--- src/rtl/vga_timing_gen.sv ---
// Free-running VGA raster timing generator: pixel coordinates, visible flag, delayed syncs, line/frame strobes.
// Latency: DrawX/DrawY/blank/strobes are registered with no lag between them; hs/vs trail by SYNC_DELAY clocks.
// Backpressure: none; the raster advances every vga_clk cycle and consumers must keep up.
//
// Ports:
//   vga_clk      pixel clock, all logic on its rising edge
//   reset        synchronous, active-high; restarts the raster at (0,0)
//   DrawX/DrawY  current horizontal/vertical count
//   blank        1 while the current pixel is in the visible area
//   hs/vs        active-low syncs, delayed to match the renderers' registered RGB
//   line_start   one-cycle pulse when DrawX==0 (not on the reset/release cycle)
//   frame_start  one-cycle pulse when DrawX==0 and DrawY==0 (not on the reset/release cycle)
//   frame_count  completed-frame counter, wraps modulo 256
module vga_timing_gen #(
    parameter int H_VISIBLE  = 640,
    parameter int H_FRONT    = 16,
    parameter int H_SYNC     = 96,
    parameter int H_BACK     = 48,
    parameter int V_VISIBLE  = 480,
    parameter int V_FRONT    = 10,
    parameter int V_SYNC     = 2,
    parameter int V_BACK     = 33,
    parameter int SYNC_DELAY = 1
) (
    input  logic       vga_clk,
    input  logic       reset,
    output logic [9:0] DrawX,
    output logic [9:0] DrawY,
    output logic       blank,
    output logic       hs,
    output logic       vs,
    output logic       line_start,
    output logic       frame_start,
    output logic [7:0] frame_count
);

    localparam int H_TOTAL = H_VISIBLE + H_FRONT + H_SYNC + H_BACK;
    localparam int V_TOTAL = V_VISIBLE + V_FRONT + V_SYNC + V_BACK;

    localparam logic [9:0] H_MAX = 10'(H_TOTAL - 1);
    localparam logic [9:0] V_MAX = 10'(V_TOTAL - 1);

    // Thresholds are one bit wider than the counters so a sync window ending
    // exactly at 1024 (zero back porch, maximal total) still compares correctly.
    localparam logic [10:0] H_VIS_END = 11'(H_VISIBLE);
    localparam logic [10:0] HS_BEG    = 11'(H_VISIBLE + H_FRONT);
    localparam logic [10:0] HS_END    = 11'(H_VISIBLE + H_FRONT + H_SYNC);
    localparam logic [10:0] V_VIS_END = 11'(V_VISIBLE);
    localparam logic [10:0] VS_BEG    = 11'(V_VISIBLE + V_FRONT);
    localparam logic [10:0] VS_END    = 11'(V_VISIBLE + V_FRONT + V_SYNC);

    logic [9:0] hc;
    logic [9:0] vc;
    logic [9:0] hc_nxt;
    logic [9:0] vc_nxt;
    logic       h_wrap;
    logic       v_wrap;
    logic       hs_raw_nxt;
    logic       vs_raw_nxt;

    // Stage 0 holds the raw sync aligned with DrawX/DrawY; stage SYNC_DELAY drives the pin.
    logic [SYNC_DELAY:0] hs_pipe;
    logic [SYNC_DELAY:0] vs_pipe;

    always_comb begin
        h_wrap = (hc == H_MAX);
        v_wrap = (vc == V_MAX);
        hc_nxt = h_wrap ? 10'd0 : hc + 10'd1;
        vc_nxt = vc;
        if (h_wrap) begin
            vc_nxt = v_wrap ? 10'd0 : vc + 10'd1;
        end
        hs_raw_nxt = !(({1'b0, hc_nxt} >= HS_BEG) && ({1'b0, hc_nxt} < HS_END));
        vs_raw_nxt = !(({1'b0, vc_nxt} >= VS_BEG) && ({1'b0, vc_nxt} < VS_END));
    end

    // Every registered output is derived from the next-state counters so it is
    // consistent with the DrawX/DrawY value it appears alongside.
    always_ff @(posedge vga_clk) begin
        if (reset) begin
            hc          <= 10'd0;
            vc          <= 10'd0;
            blank       <= 1'b1;
            line_start  <= 1'b0;
            frame_start <= 1'b0;
            frame_count <= 8'd0;
        end else begin
            hc          <= hc_nxt;
            vc          <= vc_nxt;
            blank       <= ({1'b0, hc_nxt} < H_VIS_END) && ({1'b0, vc_nxt} < V_VIS_END);
            line_start  <= (hc_nxt == 10'd0);
            frame_start <= (hc_nxt == 10'd0) && (vc_nxt == 10'd0);
            if (h_wrap && v_wrap) begin
                frame_count <= frame_count + 8'd1;
            end
        end
    end

    // Reset fills the whole delay line with the inactive level so no partial
    // sync pulse can emerge after reset.
    generate
        if (SYNC_DELAY == 0) begin : g_no_delay
            always_ff @(posedge vga_clk) begin
                if (reset) begin
                    hs_pipe <= 1'b1;
                    vs_pipe <= 1'b1;
                end else begin
                    hs_pipe <= hs_raw_nxt;
                    vs_pipe <= vs_raw_nxt;
                end
            end
        end else begin : g_delay
            always_ff @(posedge vga_clk) begin
                if (reset) begin
                    hs_pipe <= '1;
                    vs_pipe <= '1;
                end else begin
                    hs_pipe <= {hs_pipe[SYNC_DELAY-1:0], hs_raw_nxt};
                    vs_pipe <= {vs_pipe[SYNC_DELAY-1:0], vs_raw_nxt};
                end
            end
        end
    endgenerate

    assign DrawX = hc;
    assign DrawY = vc;
    assign hs    = hs_pipe[SYNC_DELAY];
    assign vs    = vs_pipe[SYNC_DELAY];

endmodule

--- config.mk ---
export PLATFORM = sky130hd
export DESIGN_NAME = vga_timing_gen
export DESIGN_NICKNAME = d
export VERILOG_FILES = /design/src/rtl/vga_timing_gen.sv
export SDC_FILE = /design/constraint.sdc
export NUM_CORES = 1
export LEC_CHECK = 0
export CORE_MARGIN = 10
export CORE_UTILIZATION = 50
export CTS_BUF_LIST = sky130_fd_sc_hd__clkbuf_4 sky130_fd_sc_hd__clkbuf_8 sky130_fd_sc_hd__clkbuf_16
export CTS_CLUSTER_DIAMETER = 60
export DETAILED_ROUTE_END_ITERATION = 7
export PLACE_DENSITY = 0.85
export SYNTH_ARGS = -nofsm -noshare
export SYNTH_HDL_FRONTEND = slang
export SYNTH_SLANG_ARGS = --single-unit
--- constraint.sdc ---
create_clock -name vga_clk -period 2.9 [get_ports vga_clk]
set_input_delay 0.435 -clock vga_clk [delete_from_list [all_inputs] [get_ports vga_clk]]
set_output_delay 0.435 -clock vga_clk [all_outputs]
set_load 0.05 [all_outputs]
; After elaboration in Yosys (flattened, before gate mapping)
; Index checks and enable logic that the tools add are counted.
[totals]
word_cells = 31
output_inout_bits = 33
input_bits = 2
ff_bits = 35
[op_classes]
n_addsub = 3
magnitude_cmp = 6
n_eq_ne = 2
n_mux = 3
reduce_logical = 9
[op_table]
columns = operator, count
row1 = $mux 10, 3
row2 = $add 10x1->10 const B, 2
row3 = $eq 10x10->1 const B, 2
row4 = $logic_not 10->1, 2
row5 = $lt 10x10->1 const B, 2
row6 = $lt 10x9->1 const B, 2
row7 = $ge 10x10->1 const B, 1
row8 = $ge 10x9->1 const B, 1
row9 = $add 8x1->8 const B, 1
row10 = $logic_and 1x1->1, 5
row11 = $logic_not 1->1, 2

; Logic depth before layout (Yosys ltp)
[logic_depth]
ltp_word = 6
ltp_mapped = 9
mapped_depth_nobuf = 8

; Worst setup path after synthesis
; OpenSTA, ideal clock, no wires.
[synth_path]
kind = reg2reg
from = register hc[0] (netlist: DrawX[0])
to = register blank
setup_time_ps = 115
required_ps = 2785
arrival_ps = 2374
n_path_buf = 0
synth_period_minus_slack_ps = 2490
setup_slack_ps = 410
path_stages_with_launch = 8
path_cell_list = dfxtp_1 ha_1 nand4_1 nor4_4 xnor2_1 nand2b_4 or3_1 a31o_1
[synth_between]
elab_chain_len = 4
elab_cells_between_ends = 7
cone_classes = add/sub: 1 / order compare: 2 / eq/ne: 1 / mux: 2 / reduce/logical: 1
[synth_lines]
columns = element, line_no
row1 = from (decl), 52  ; logic [9:0] hc;
row2 = from (signal assigned), 88  ; hc <= hc_nxt;
row3 = $add 10x1->10 or $eq 10x10->1 (tied branches), "68, 66"
row4 = $mux 10 (on tied branches), "68, 70"
row5 = $lt 10x10->1 or $lt 10x9->1 (tied branches), 90  ; blank <= ({1'b0, hc_nxt} < H_VIS_END) && ({1'b0, vc_nxt} < V_VIS_END);
row6 = $logic_and 1x1->1 (*), 90
row7 = to (signal assigned), 90
row8 = to (decl), 29  ; output logic blank,
; Mark *: on every way between the ends. The rest lies on a longest branch, timed or not.
; A chain may end at the register's enable or synchronous reset.

; Worst setup path in the final report
[layout_path]
from = register hc[0] (netlist: DrawX[0])
to = register frame_start
[layout_between]
elab_chain_len = 4
elab_cells_between_ends = 7
cone_classes = add/sub: 1 / eq/ne: 1 / mux: 2 / reduce/logical: 3
[layout_lines]
columns = element, line_no
row1 = $add 10x1->10 or $eq 10x10->1 (tied branches), "68, 66"
row2 = $mux 10 (on tied branches), "68, 70"
row3 = $logic_not 10->1, 92  ; frame_start <= (hc_nxt == 10'd0) && (vc_nxt == 10'd0);
row4 = $logic_and 1x1->1 (*), 92
row5 = to (signal assigned), 92
row6 = to (decl), 33  ; output logic frame_start,
; Marks and branches as above.

==> results.sh <==
export IMPL_grt_antenna_before_repair=0
export IMPL_die_x_um=80.0
export IMPL_path_clk_slew_ns=0.11
export IMPL_avgViaCountPerCell=5.63
export IMPL_max_slew_margin=0.657
export IMPL_drt_wirelength_per_cell_um=14.7
export IMPL_stdcell_count=288
export IMPL_worstPathCellList="ha_1, and4_1, nand3_1, nand3_1, o21ai_0, nor4_1, and4b_1"
export IMPL_drc=0
export IMPL_clockBufferDepth=2
export IMPL_grt_pass1_vias=1544
export IMPL_root_buffer="clkbuf_4"
export IMPL_slowest_stage="nor4_1"
export IMPL_die_y_um=80.0
export IMPL_peakVddDrop_v=0.000262
export IMPL_syn_num_nets=214
export IMPL_nNetsFinal=247
export IMPL_placed_area_um2=2130
export IMPL_rsz0062_at_grt="false"
export IMPL_startpoint_type="register"
export IMPL_rr_startpoint="DrawX[0]$_SDFF_PP0_"
export IMPL_syn_inst=208
export IMPL_worst_slew_pin_slew_ns=0.513
export IMPL_io_buffers=34
export IMPL_dp_cells=280
export IMPL_die_area_um2=6400
export IMPL_cts_sinks=35
export IMPL_syn_avg_cell_area_um2=8.66
export IMPL_final_hold_viol_count=0
export IMPL_fp_row_count=21
export IMPL_final_layout_size_suffix_gt1_frac=0.0868
export IMPL_numCtsBuffers=5
export IMPL_netlist_area_um2=1800
export IMPL_slew_violations=0
export IMPL_cp_startpoint="DrawX[0]$_SDFF_PP0_"
export IMPL_wl_um=4220
export IMPL_synth_top_area_frac=0.389
export IMPL_postCtsSetupBuffers=0
export IMPL_synth_seq_cells=35
export IMPL_path_delay_family="simple AND/OR/NAND/NOR gates"
export IMPL_synth_edf_count=0
export IMPL_finalWeightedCongestion=0.936
export IMPL_ctsResizeCount=0
export IMPL_firstDrtPassIters=4
export IMPL_clk_latency_ns=0.35
export IMPL_min_delay_start="hs_pipe[0]$_SDFF_PP1_"
export IMPL_synth_warnings=0
export IMPL_start_util=0.527
export IMPL_hold_class="reg -> reg"
export IMPL_ys_top_cells_by_area="dfxtp_1 39%, nor2_1 5.6%, xnor2_1 5.3%"
export IMPL_cts_tree="yes"
export IMPL_synth_cell_types=50
export IMPL_dp_hpwl_um=3230
export IMPL_htree_levels=2
export IMPL_status="finished clean"
export IMPL_overflow=0
export IMPL_fin_crit_ns=2.44
export IMPL_cp_required_ns=3.20
export IMPL_asyncSetResetFlopFracSynth=0
export IMPL_crit_top_cell="nand3_1"
export IMPL_grt_pass1_wl_um=7090
export IMPL_slowest_delay_ns=0.48
export IMPL_vias=1620
export IMPL_io_pins=35
export IMPL_cp_max_fo=8
export IMPL_setup_tns_final_ns=0
export IMPL_finalSetupViolations=0
export IMPL_core_um2=3420
export IMPL_final_area_um2=2190
export IMPL_drtIter0Drc=135
export IMPL_synth_area_leader_cell="dfxtp_1"
export IMPL_drv_cap=0
export IMPL_fin_skew_ns=0.0116
export IMPL_ys_seq_area_frac=0.389
export IMPL_drtAntennaViolNets=0
export IMPL_cp_end_kind="register"
export IMPL_grt_max_degree=13
export IMPL_leakage_nw=0.769
export IMPL_fmax_mhz=409
export IMPL_crit_type="reg -> reg"
export IMPL_cp_arrival_ns=2.74
export IMPL_antenna_cells=0
export IMPL_powerDensity_nw_per_um2=363
export IMPL_synth_ff_type="dfxtp_1"
export IMPL_fin_crit_sh=0.842
export IMPL_track_usage=0.136
export IMPL_cp_num_buf_inv=0
export IMPL_holdBufCountCts=0
export IMPL_area_growth_pct=21.6
metrics by stage:
step                power, mW  setup WS [ns]  hold WS [ns]  utilization
floorplan               0.524          0.410         0.389            -
global placement        0.537          0.613         0.393        0.625
detailed placement      0.538          0.529         0.397        0.625
CTS                     0.803          0.499         0.423        0.641
global route            0.822          0.272         0.440        0.641
finish                  0.795          0.458         0.420        0.641
cells in the mapped netlist (2+ instances only):
| cell type | number |
|---|---|
| a211oi_1 | 2 |
| ha_1 | 4 |
| clkbuf_1 | 4 |
| dfxtp_1 | 35 |
| a21oi_1 | 6 |
| inv_1 | 4 |
| nand4_1 | 9 |
| nand2_1 | 19 |
| and4_1 | 2 |
| xor2_1 | 10 |
| and3_1 | 5 |
| or3_1 | 3 |
| buf_6 | 2 |
| nand3_1 | 12 |
| or2_2 | 2 |
| nor4_1 | 2 |
| nor2_1 | 27 |
| nor3_1 | 7 |
| xnor2_1 | 11 |
| clkbuf_8 | 3 |
| o21ai_0 | 9 |
| nor2b_1 | 2 |
final timing paths:
check / end / slack (ns) / cells after the start
setup / recovery: frame_start$_SDFF_PP0_ / 0.46 / 7
hold / removal: hs_pipe[1]$_SDFF_PP1_ / 0.42 / 1
setup reg to reg: frame_start$_SDFF_PP0_ / 0.46 / 7
hold reg to reg: hs_pipe[1]$_SDFF_PP1_ / 0.42 / 1
power breakdown:
group | switching, mW | internal, mW | total (mW)
combinational | 0.0250 | 0.0131 | 0.0381
sequential | 0.00487 | 0.484 | 0.489
clock | 0.165 | 0.103 | 0.268
flip-flops by register name, summed over array words and instances (netlist names):
signal and count:
frame_count 8, DrawX 10, DrawY 10, line_start 1, blank 1, hs_pipe 2
frame_start 1, vs_pipe 2
worst reg2reg max path: cells and delay by family (launching register included):
| family | cells | cell delay [ns] |
|---|---|---|
| flops | 1 | 0.40 |
| compound gates | 1 | 0.17 |
| fa+ha+maj | 1 | 0.27 |
| simple gates | 5 | 1.54 |
placed cells by master (no fill, tap or decap), drive strengths merged, types with 2 or more instances in the layout:
cell type	Yosys	layout
and4	2	2
nand2	19	19
nand4	9	9
nand3	12	12
buf	4	4
nor3	8	8
nand2b	2	2
xnor2	11	11
a21oi	6	6
ha	4	4
a211oi	2	2
nor2	27	27
or3	3	3
nor4	4	4
o21ai	9	9
dfxtp	35	35
inv	4	4
clkdlybuf4s50	0	34
or2	2	2
nor2b	2	2
xor2	10	10
and3	5	5
clkbuf	8	6
and2	2	2
kinds of logic after synthesis:
kind of cell,share of synthesized area
flip-flops,0.389
AND/OR/NAND/NOR,0.319
AO/OA/AOI/OAI,0.0938
buffers and inverters,0.0618
multiplexers,0.00625
adder cells (fa/ha/maj),0.0278
XOR/XNOR,0.102
area by class of cell:
type                    instances  area (µm²)
repair buffers                 38         370
clock buffers                   6        45.0
inverters                       4        15.0
fillers                       294        1220
well taps                      46        57.6
multi-input cells             157         990
clock inverters                 2        12.5
flip-flops and latches         35         701
per-layer routing:
layer | vias to the layer above | share of wire | wire [µm] | track usage
met2 | 57 | 0.47 | 1970 | 0.209
met1 | 761 | 0.44 | 1850 | 0.169
met5 | - | 0 | 0 | 0
met4 | 0 | 0.017 | 71 | 0.0757
met3 | 6 | 0.076 | 321 | 0.0360
li1 | 796 | - | - | -
No activity file was read; power rests on OpenSTA's default activity.
